===== src/rtl/formula_pkg.sv =====
// Shared types and width helpers for the formula arbiter slice.
package formula_pkg;

    localparam int WIDTH_MAX = 32;
    localparam int ID_MAX = 3;
    localparam int QW = 2 * WIDTH_MAX + 7;

    function automatic int res_w(input int w);
        return 2 * w + 7;
    endfunction

    function automatic int id_w(input int n);
        return (n > 1) ? $clog2(n) : 1;
    endfunction

    // Sized for the widest supported operand; instances use the low bits.
    typedef struct packed {
        logic signed [QW-1:0] q;
        logic [ID_MAX-1:0]    id;
    } fifo_entry_t;

endpackage


===== src/rtl/formula_arbiter_if.sv =====
// Request/result handshake bundle between requesters and the arbiter.
interface formula_arbiter_if
    import formula_pkg::*;
#(
    parameter int width = 8,
    parameter int N = 4
) ();

    localparam int RW = res_w(width);
    localparam int IW = id_w(N);

    logic [N-1:0]         req_vld;
    logic [N-1:0]         req_rdy;
    logic [N*width-1:0]   req_a;
    logic [N*width-1:0]   req_b;
    logic [N*width-1:0]   req_c;
    logic [N*width-1:0]   req_d;
    logic                 res_vld;
    logic                 res_rdy;
    logic signed [RW-1:0] res_q;
    logic [IW-1:0]        res_id;

    modport master (
        output req_vld, req_a, req_b, req_c, req_d, res_rdy,
        input  req_rdy, res_vld, res_q, res_id
    );

    modport slave (
        input  req_vld, req_a, req_b, req_c, req_d, res_rdy,
        output req_rdy, res_vld, res_q, res_id
    );

endinterface


===== src/rtl/formula_pipe.sv =====
// Two-stage pipeline computing (a-b)*(3c+1) - 4d with valid/id sideband.
module formula_pipe
    import formula_pkg::*;
#(
    parameter int width = 8,
    parameter int IW = 2
) (
    input  logic                           clk,
    input  logic                           rst,
    input  logic                           in_vld,
    input  logic signed [width-1:0]        in_a,
    input  logic signed [width-1:0]        in_b,
    input  logic signed [width-1:0]        in_c,
    input  logic signed [width-1:0]        in_d,
    input  logic [IW-1:0]                  in_id,
    output logic                           out_vld,
    output logic signed [res_w(width)-1:0] out_p,
    output logic [IW-1:0]                  out_id
);

    localparam int RW = res_w(width);
    localparam int DW = width + 1;
    localparam int TW = width + 2;

    logic signed [DW-1:0] s1_diff;
    logic signed [TW-1:0] s1_tri;
    logic signed [TW-1:0] s1_quad;
    logic [IW-1:0]        s1_id;
    logic                 s1_vld;
    logic signed [TW-1:0] c_x;

    assign c_x = TW'(in_c);

    always_ff @(posedge clk or posedge rst) begin
        if (rst) begin
            s1_vld  <= 1'b0;
            out_vld <= 1'b0;
        end else begin
            s1_vld  <= in_vld;
            out_vld <= s1_vld;
        end
    end

    // Datapath carries no reset; the valids gate everything downstream.
    always_ff @(posedge clk) begin
        s1_diff <= DW'(in_a) - DW'(in_b);
        s1_tri  <= c_x + c_x + c_x + TW'(1);
        s1_quad <= TW'(in_d) <<< 2;
        s1_id   <= in_id;
        out_p   <= RW'(s1_diff) * RW'(s1_tri) - RW'(s1_quad);
        out_id  <= s1_id;
    end

endmodule


===== src/rtl/formula_arbiter.sv =====
// Round-robin arbiter with credit-limited formula pipeline and in-order result FIFO.
module formula_arbiter
    import formula_pkg::*;
#(
    parameter int width = 8,
    parameter int N = 4,
    parameter int DEPTH = 4
) (
    input logic        clk,
    input logic        rst,
    formula_arbiter_if.slave bus
);

    localparam int RW = res_w(width);
    localparam int IW = id_w(N);
    localparam int CW = $clog2(DEPTH + 1);
    localparam int AW = (DEPTH > 1) ? $clog2(DEPTH) : 1;

    logic [IW-1:0]        ptr;
    logic [IW-1:0]        gnt;
    logic                 found;
    logic [CW-1:0]        cnt;
    logic                 accept;
    logic                 pop;
    logic                 push;
    logic signed [RW-1:0] p;
    logic [IW-1:0]        p_id;
    fifo_entry_t          mem [DEPTH];
    fifo_entry_t          ent_w;
    fifo_entry_t          head;
    logic [AW-1:0]        wr_ptr;
    logic [AW-1:0]        rd_ptr;
    logic [CW-1:0]        fcnt;
    logic                 unused_head;
    int                   j;

    always_comb begin
        gnt   = '0;
        found = 1'b0;
        j     = 0;
        for (int k = 0; k < N; k++) begin
            j = int'(ptr) + k;
            if (j >= N) j = j - N;
            if (!found && bus.req_vld[j]) begin
                found = 1'b1;
                gnt   = IW'(j);
            end
        end
    end

    assign bus.req_rdy = (found && !rst && cnt < CW'(DEPTH))
                       ? N'(1) << gnt : '0;
    assign accept = |(bus.req_vld & bus.req_rdy);
    assign pop    = bus.res_vld & bus.res_rdy;

    always_ff @(posedge clk or posedge rst) begin
        if (rst) begin
            ptr <= '0;
            cnt <= '0;
        end else begin
            if (accept)
                ptr <= (int'(gnt) == N - 1) ? '0 : gnt + 1'b1;
            if (accept && !pop)
                cnt <= cnt + 1'b1;
            else if (pop && !accept)
                cnt <= cnt - 1'b1;
        end
    end

    formula_pipe #(
        .width (width),
        .IW    (IW)
    ) u_pipe (
        .clk     (clk),
        .rst     (rst),
        .in_vld  (accept),
        .in_a    (bus.req_a[gnt*width +: width]),
        .in_b    (bus.req_b[gnt*width +: width]),
        .in_c    (bus.req_c[gnt*width +: width]),
        .in_d    (bus.req_d[gnt*width +: width]),
        .in_id   (gnt),
        .out_vld (push),
        .out_p   (p),
        .out_id  (p_id)
    );

    always_comb begin
        ent_w    = '0;
        ent_w.q  = QW'(p >>> 1);
        ent_w.id = ID_MAX'(p_id);
    end

    // Credits cap outstanding work at DEPTH, so push never sees a full FIFO.
    always_ff @(posedge clk) begin
        if (push) mem[wr_ptr] <= ent_w;
    end

    always_ff @(posedge clk or posedge rst) begin
        if (rst) begin
            wr_ptr <= '0;
            rd_ptr <= '0;
            fcnt   <= '0;
        end else begin
            if (push)
                wr_ptr <= (wr_ptr == AW'(DEPTH - 1)) ? '0 : wr_ptr + 1'b1;
            if (pop)
                rd_ptr <= (rd_ptr == AW'(DEPTH - 1)) ? '0 : rd_ptr + 1'b1;
            if (push && !pop)
                fcnt <= fcnt + 1'b1;
            else if (pop && !push)
                fcnt <= fcnt - 1'b1;
        end
    end

    assign head        = mem[rd_ptr];
    assign unused_head = ^head;
    assign bus.res_vld = (fcnt != '0);
    assign bus.res_q   = bus.res_vld ? head.q[RW-1:0] : '0;
    assign bus.res_id  = bus.res_vld ? head.id[IW-1:0] : '0;

endmodule


===== src/flat_wrapper.sv =====
// flat-port wrapper written by rule: the top's interface ports become plain ports
module formula_arbiter_flat import formula_pkg::*;
#(
    parameter int width = 8,
    parameter int N = 4,
    parameter int DEPTH = 4
)
  (clk, rst, bus_req_vld, bus_req_a, bus_req_b, bus_req_c, bus_req_d, bus_res_rdy, bus_req_rdy, bus_res_vld, bus_res_q, bus_res_id);
  formula_arbiter_if #(.width(width), .N(N)) bus_i ();
  input logic clk;
  input logic rst;
  input wire logic [$bits(bus_i.req_vld)-1:0] bus_req_vld;
  input wire logic [$bits(bus_i.req_a)-1:0] bus_req_a;
  input wire logic [$bits(bus_i.req_b)-1:0] bus_req_b;
  input wire logic [$bits(bus_i.req_c)-1:0] bus_req_c;
  input wire logic [$bits(bus_i.req_d)-1:0] bus_req_d;
  input wire logic [$bits(bus_i.res_rdy)-1:0] bus_res_rdy;
  output wire logic [$bits(bus_i.req_rdy)-1:0] bus_req_rdy;
  output wire logic [$bits(bus_i.res_vld)-1:0] bus_res_vld;
  output wire logic [$bits(bus_i.res_q)-1:0] bus_res_q;
  output wire logic [$bits(bus_i.res_id)-1:0] bus_res_id;
  assign bus_i.req_vld = bus_req_vld;
  assign bus_i.req_a = bus_req_a;
  assign bus_i.req_b = bus_req_b;
  assign bus_i.req_c = bus_req_c;
  assign bus_i.req_d = bus_req_d;
  assign bus_i.res_rdy = bus_res_rdy;
  assign bus_req_rdy = bus_i.req_rdy;
  assign bus_res_vld = bus_i.res_vld;
  assign bus_res_q = bus_i.res_q;
  assign bus_res_id = bus_i.res_id;
  formula_arbiter #(.width(width), .N(N), .DEPTH(DEPTH)) u_core (.clk(clk), .rst(rst), .bus(bus_i));
endmodule

===== config.mk =====
export PLATFORM = sky130hd
export DESIGN_NAME = formula_arbiter_flat
export DESIGN_NICKNAME = d
export VERILOG_FILES = /design/src/rtl/formula_pkg.sv /design/src/rtl/formula_arbiter_if.sv /design/src/rtl/formula_pipe.sv /design/src/rtl/formula_arbiter.sv /design/src/flat_wrapper.sv
export SDC_FILE = /design/constraint.sdc
export NUM_CORES = 1
export LEC_CHECK = 0
export BUFFER_PORTS_ARGS = -buffer_cell sky130_fd_sc_hd__buf_4
export CAP_MARGIN = 20
export CORE_MARGIN = 4
export CORE_UTILIZATION = 55
export DETAILED_ROUTE_END_ITERATION = 16
export PLACE_DENSITY = 0.78
export SLEW_MARGIN = 30
export SYNTH_ARGS = -nofsm -noshare
export SYNTH_HDL_FRONTEND = slang
export SYNTH_SLANG_ARGS = --single-unit

===== constraint.sdc =====
create_clock -name clk -period 12.6 [get_ports clk]
set_clock_uncertainty 0.2 [all_clocks]
set_input_delay 3.15 -clock clk [delete_from_list [all_inputs] [get_ports clk]]
set_output_delay 3.15 -clock clk [all_outputs]
set_load 0.05 [all_outputs]

==> results.py <==
metrics = {
    "run_status": {
        "outcome": "complete, no violations",
    },
    "synthesis": {
        "syn_area_um2": 10800,
        "synthFlopType": "edfxtp_1",
        "synth-edff-count": 84,
        "ys_ff_latch": 148,
        "syn_area_per_cell_um2": 10.9,
        "async_flop_share_pct": 9.46,
        "synth_warnings": 0,
        "synthDistinctLibCells": 49,
        "synth_nets": 1302,
        "synthCells": 991,
        "ys_seq_area_share_pct": 35.9,
    },
    "finish": {
        "multiInputGateArea_um2": 6150,
        "regArea_um2": 3870,
        "drive_gt1_share_pct": 22.4,
        "diodes": 0,
        "finalNetCount": 1444,
        "syn_to_final_growth_pct": 18.2,
        "fill_cells": 1461,
    },
    "detailed_routing": {
        "drc_errors": 0,
        "viasPerCell": 5.17,
        "vias": 7267,
        "ant_nets": 0,
        "drtPass1Iterations": 5,
        "wl_per_cell_um": 15.2,
        "wl_um": 21400,
        "drtIter0Drc": 413,
    },
    "sta": {
        "slew_headroom_pct": 48.0,
        "finalHoldViolCount": 0,
        "fin_crit_ns": 8.70,
        "setup-tns-final_ns": 0,
        "setup_viol": 0,
        "max_freq_mhz": 115,
        "finalCritPeriodShare_pct": 69.0,
        "timing.hold.ws_ns": 0.125,
        "drv_slew": 0,
        "rsz0062_at_grt": "false",
        "tightest_slew_ns": 0.780,
    },
    "floorplanning": {
        "io_pins": 165,
        "die_x_um": 148,
        "fp.dieH_um": 148,
        "core.rowCount": 50,
        "initial_core_util_pct": 56.7,
        "core_area_um2": 19000,
        "die_area_um2": 21900,
    },
    "clock_tree": {
        "clk_pin_slew_ns": 0.06,
        "clock_sinks": 148,
        "ctsResizeCount": 0,
        "cts_setup_buffers": 0,
        "tritoncts": "yes",
        "cts_max_path_buffers": 2,
        "h-tree-depth": 4,
        "cts-root-buf": "clkbuf_16",
        "cts_hold_buf": 0,
        "cts_buffers": 17,
        "clock_latency_ns": 0.43,
    },
    "job": {
        "drv_cap": 0,
    },
    "setup_path": {
        "r2r_slack_ns": 7.10,
        "endpoint_kind": "output pin",
        "critPathLaunchType": "input pin",
        "crit-reg2reg-launch": "u_core.u_pipe.s1_diff[8]",
        "crit_type": "input pin to output pin",
        "crit_arrival_ns": 5.35,
        "crit_start": "bus_req_vld[2]",
        "critPathCapture": "bus_req_rdy[3]",
        "rr_worst_depth": 16,
        "cp_max_fo": 65,
        "regToRegEndpoint": "u_core.u_pipe.out_p[19]",
        "critPathRequiredTime_ns": 9.25,
    },
    "global_routing": {
        "grt_max_degree": 66,
        "grt_pass1_vias": 7761,
        "grt_pass1_wl_um": 36900,
        "gr-total-overflow": 0,
        "grt_antenna_before_repair": 0,
        "gr-usage-all-layers_pct": 21.0,
    },
    "placement": {
        "portBuffers": 164,
        "routabilityCongestion": 0.874,
        "hpwl_um": 16600,
    },
    "min_path": {
        "hold_class": "flop to flop",
    },
}
per-layer routing:
layer,GRT usage [%],share of wire [%],up-vias
li1,-,-,3535
met1,25.9,41,3473
met2,36.2,51,220
met3,5.27,5.9,39
met4,7.21,2.4,0
met5,0,0,-
kinds of logic after synthesis:
logic type                 Yosys count  synth area share [%]
AOI/OAI and AO/OA                  109                  6.19
xor gates and xnor gates            36                  2.92
adders and majority gates          176                  27.5
buffers and inverters              195                  7.17
DFF                                148                  35.9
muxes                               66                  8.91
and+or+nand+nor                    261                  11.4
area by class of cell:
cell class | instances | area share (%)
Sequential cell | 148 | 30.4
Tap cell | 260 | 2.55
Timing Repair Buffer | 168 | 9.89
Multi-Input combinational cell | 648 | 48.2
Inverter | 150 | 4.43
Clock buffer | 17 | 3.34
Clock inverter | 15 | 1.21
critical path, cell delays in order:
cell and delay, ns:
buf_4 0.12, nor2b_1 0.14, or4_1 0.58, nand2_2 0.12, buf_4 0.61, ha_1 0.31
and2_1 0.13, buf_4 0.19
metrics by stage:
step,setup WS (ns),cells,utilization [%],instance area [um^2]
6_report,3.90,1406,67.1,12800
5_1_grt,3.75,1406,67.1,12800
4_1_cts,3.90,1406,67.0,12800
3_5_place_dp,3.90,1374,64.0,12200
3_3_place_gp,3.92,1374,64.0,12200
2_1_floorplan,4.24,991,-,10800
registers in the layout, indices dropped and copies added, names as in the netlist:
| register | cells |
|---|---|
| u_core.ptr | 2 |
| u_core.u_pipe.out_vld | 1 |
| u_core.u_pipe.out_p | 19 |
| u_core.fcnt | 3 |
| u_core.u_pipe.s1_quad | 8 |
| u_core.cnt | 3 |
| u_core.rd_ptr | 2 |
| u_core.u_pipe.s1_vld | 1 |
| u_core.wr_ptr | 2 |
| u_core.u_pipe.s1_diff | 9 |
| u_core.u_pipe.s1_tri | 10 |
| u_core.u_pipe.s1_id | 2 |
| u_core.mem | 84 |
| u_core.u_pipe.out_id | 2 |
placed cells by master, fill, tap and decap left out, drive strengths merged, types with 17 or more instances in the layout:
master  Yosys  layout
a31oi      24      24
nand2     128     128
xnor2      25      25
ha         74      74
nor2       33      33
dfxtp      50      50
clkbuf     29      17
o21ai      29      29
and2       61      61
inv       149     154
fa        102     102
edfxtp     84      84
mux2       30      30
buf        16     168
mux4       21      21
a21oi      23      23
cell usage after synthesis, types with 2 or more instances:
cell type | n | area, um^2
a211o_1 | 2 | 17.5
a211oi_1 | 4 | 30.0
a21boi_0 | 2 | 15.0
a21o_1 | 6 | 45.0
a21oi_1 | 23 | 115
a22oi_1 | 2 | 15.0
a31oi_1 | 24 | 150
and2_1 | 61 | 382
buf_1 | 4 | 15.0
buf_2 | 2 | 10.0
buf_4 | 10 | 75.1
clkbuf_1 | 29 | 109
dfrtp_1 | 14 | 350
dfxtp_1 | 50 | 1000
edfxtp_1 | 84 | 2520
fa_1 | 102 | 2040
ha_1 | 74 | 926
inv_1 | 149 | 559
mux2_2 | 30 | 338
mux2i_1 | 15 | 150
mux4_2 | 21 | 473
nand2_1 | 127 | 477
nand2b_1 | 6 | 37.5
nand3_1 | 3 | 15.0
nand4_1 | 2 | 12.5
nor2_1 | 33 | 124
nor2b_1 | 15 | 93.8
nor3_1 | 4 | 20.0
nor4_1 | 2 | 12.5
o211ai_1 | 3 | 22.5
o21a_1 | 4 | 30.0
o21ai_0 | 29 | 145
o21bai_1 | 2 | 15.0
o22ai_1 | 2 | 12.5
or3_1 | 2 | 12.5
or4_1 | 2 | 15.0
xnor2_1 | 25 | 219
xor2_1 | 11 | 96.3
worst min-delay path by stage:
stage                            from                 endpoint  depth (start not counted)
4_1_cts        u_core.u_pipe.s1_id[0]  u_core.u_pipe.out_id[0]                          0
3_5_place_dp   u_core.u_pipe.s1_id[1]  u_core.u_pipe.out_id[1]                          0
2_1_floorplan  u_core.u_pipe.s1_id[0]  u_core.u_pipe.out_id[0]                          0
3_3_place_gp   u_core.u_pipe.s1_id[1]  u_core.u_pipe.out_id[1]                          0
6_report       u_core.u_pipe.s1_id[0]  u_core.u_pipe.out_id[0]                          0
5_1_grt        u_core.u_pipe.s1_id[0]  u_core.u_pipe.out_id[0]                          0
Power is not shown: default switching activity piles up to over one toggle a cycle in this logic, so the estimate is an artifact.
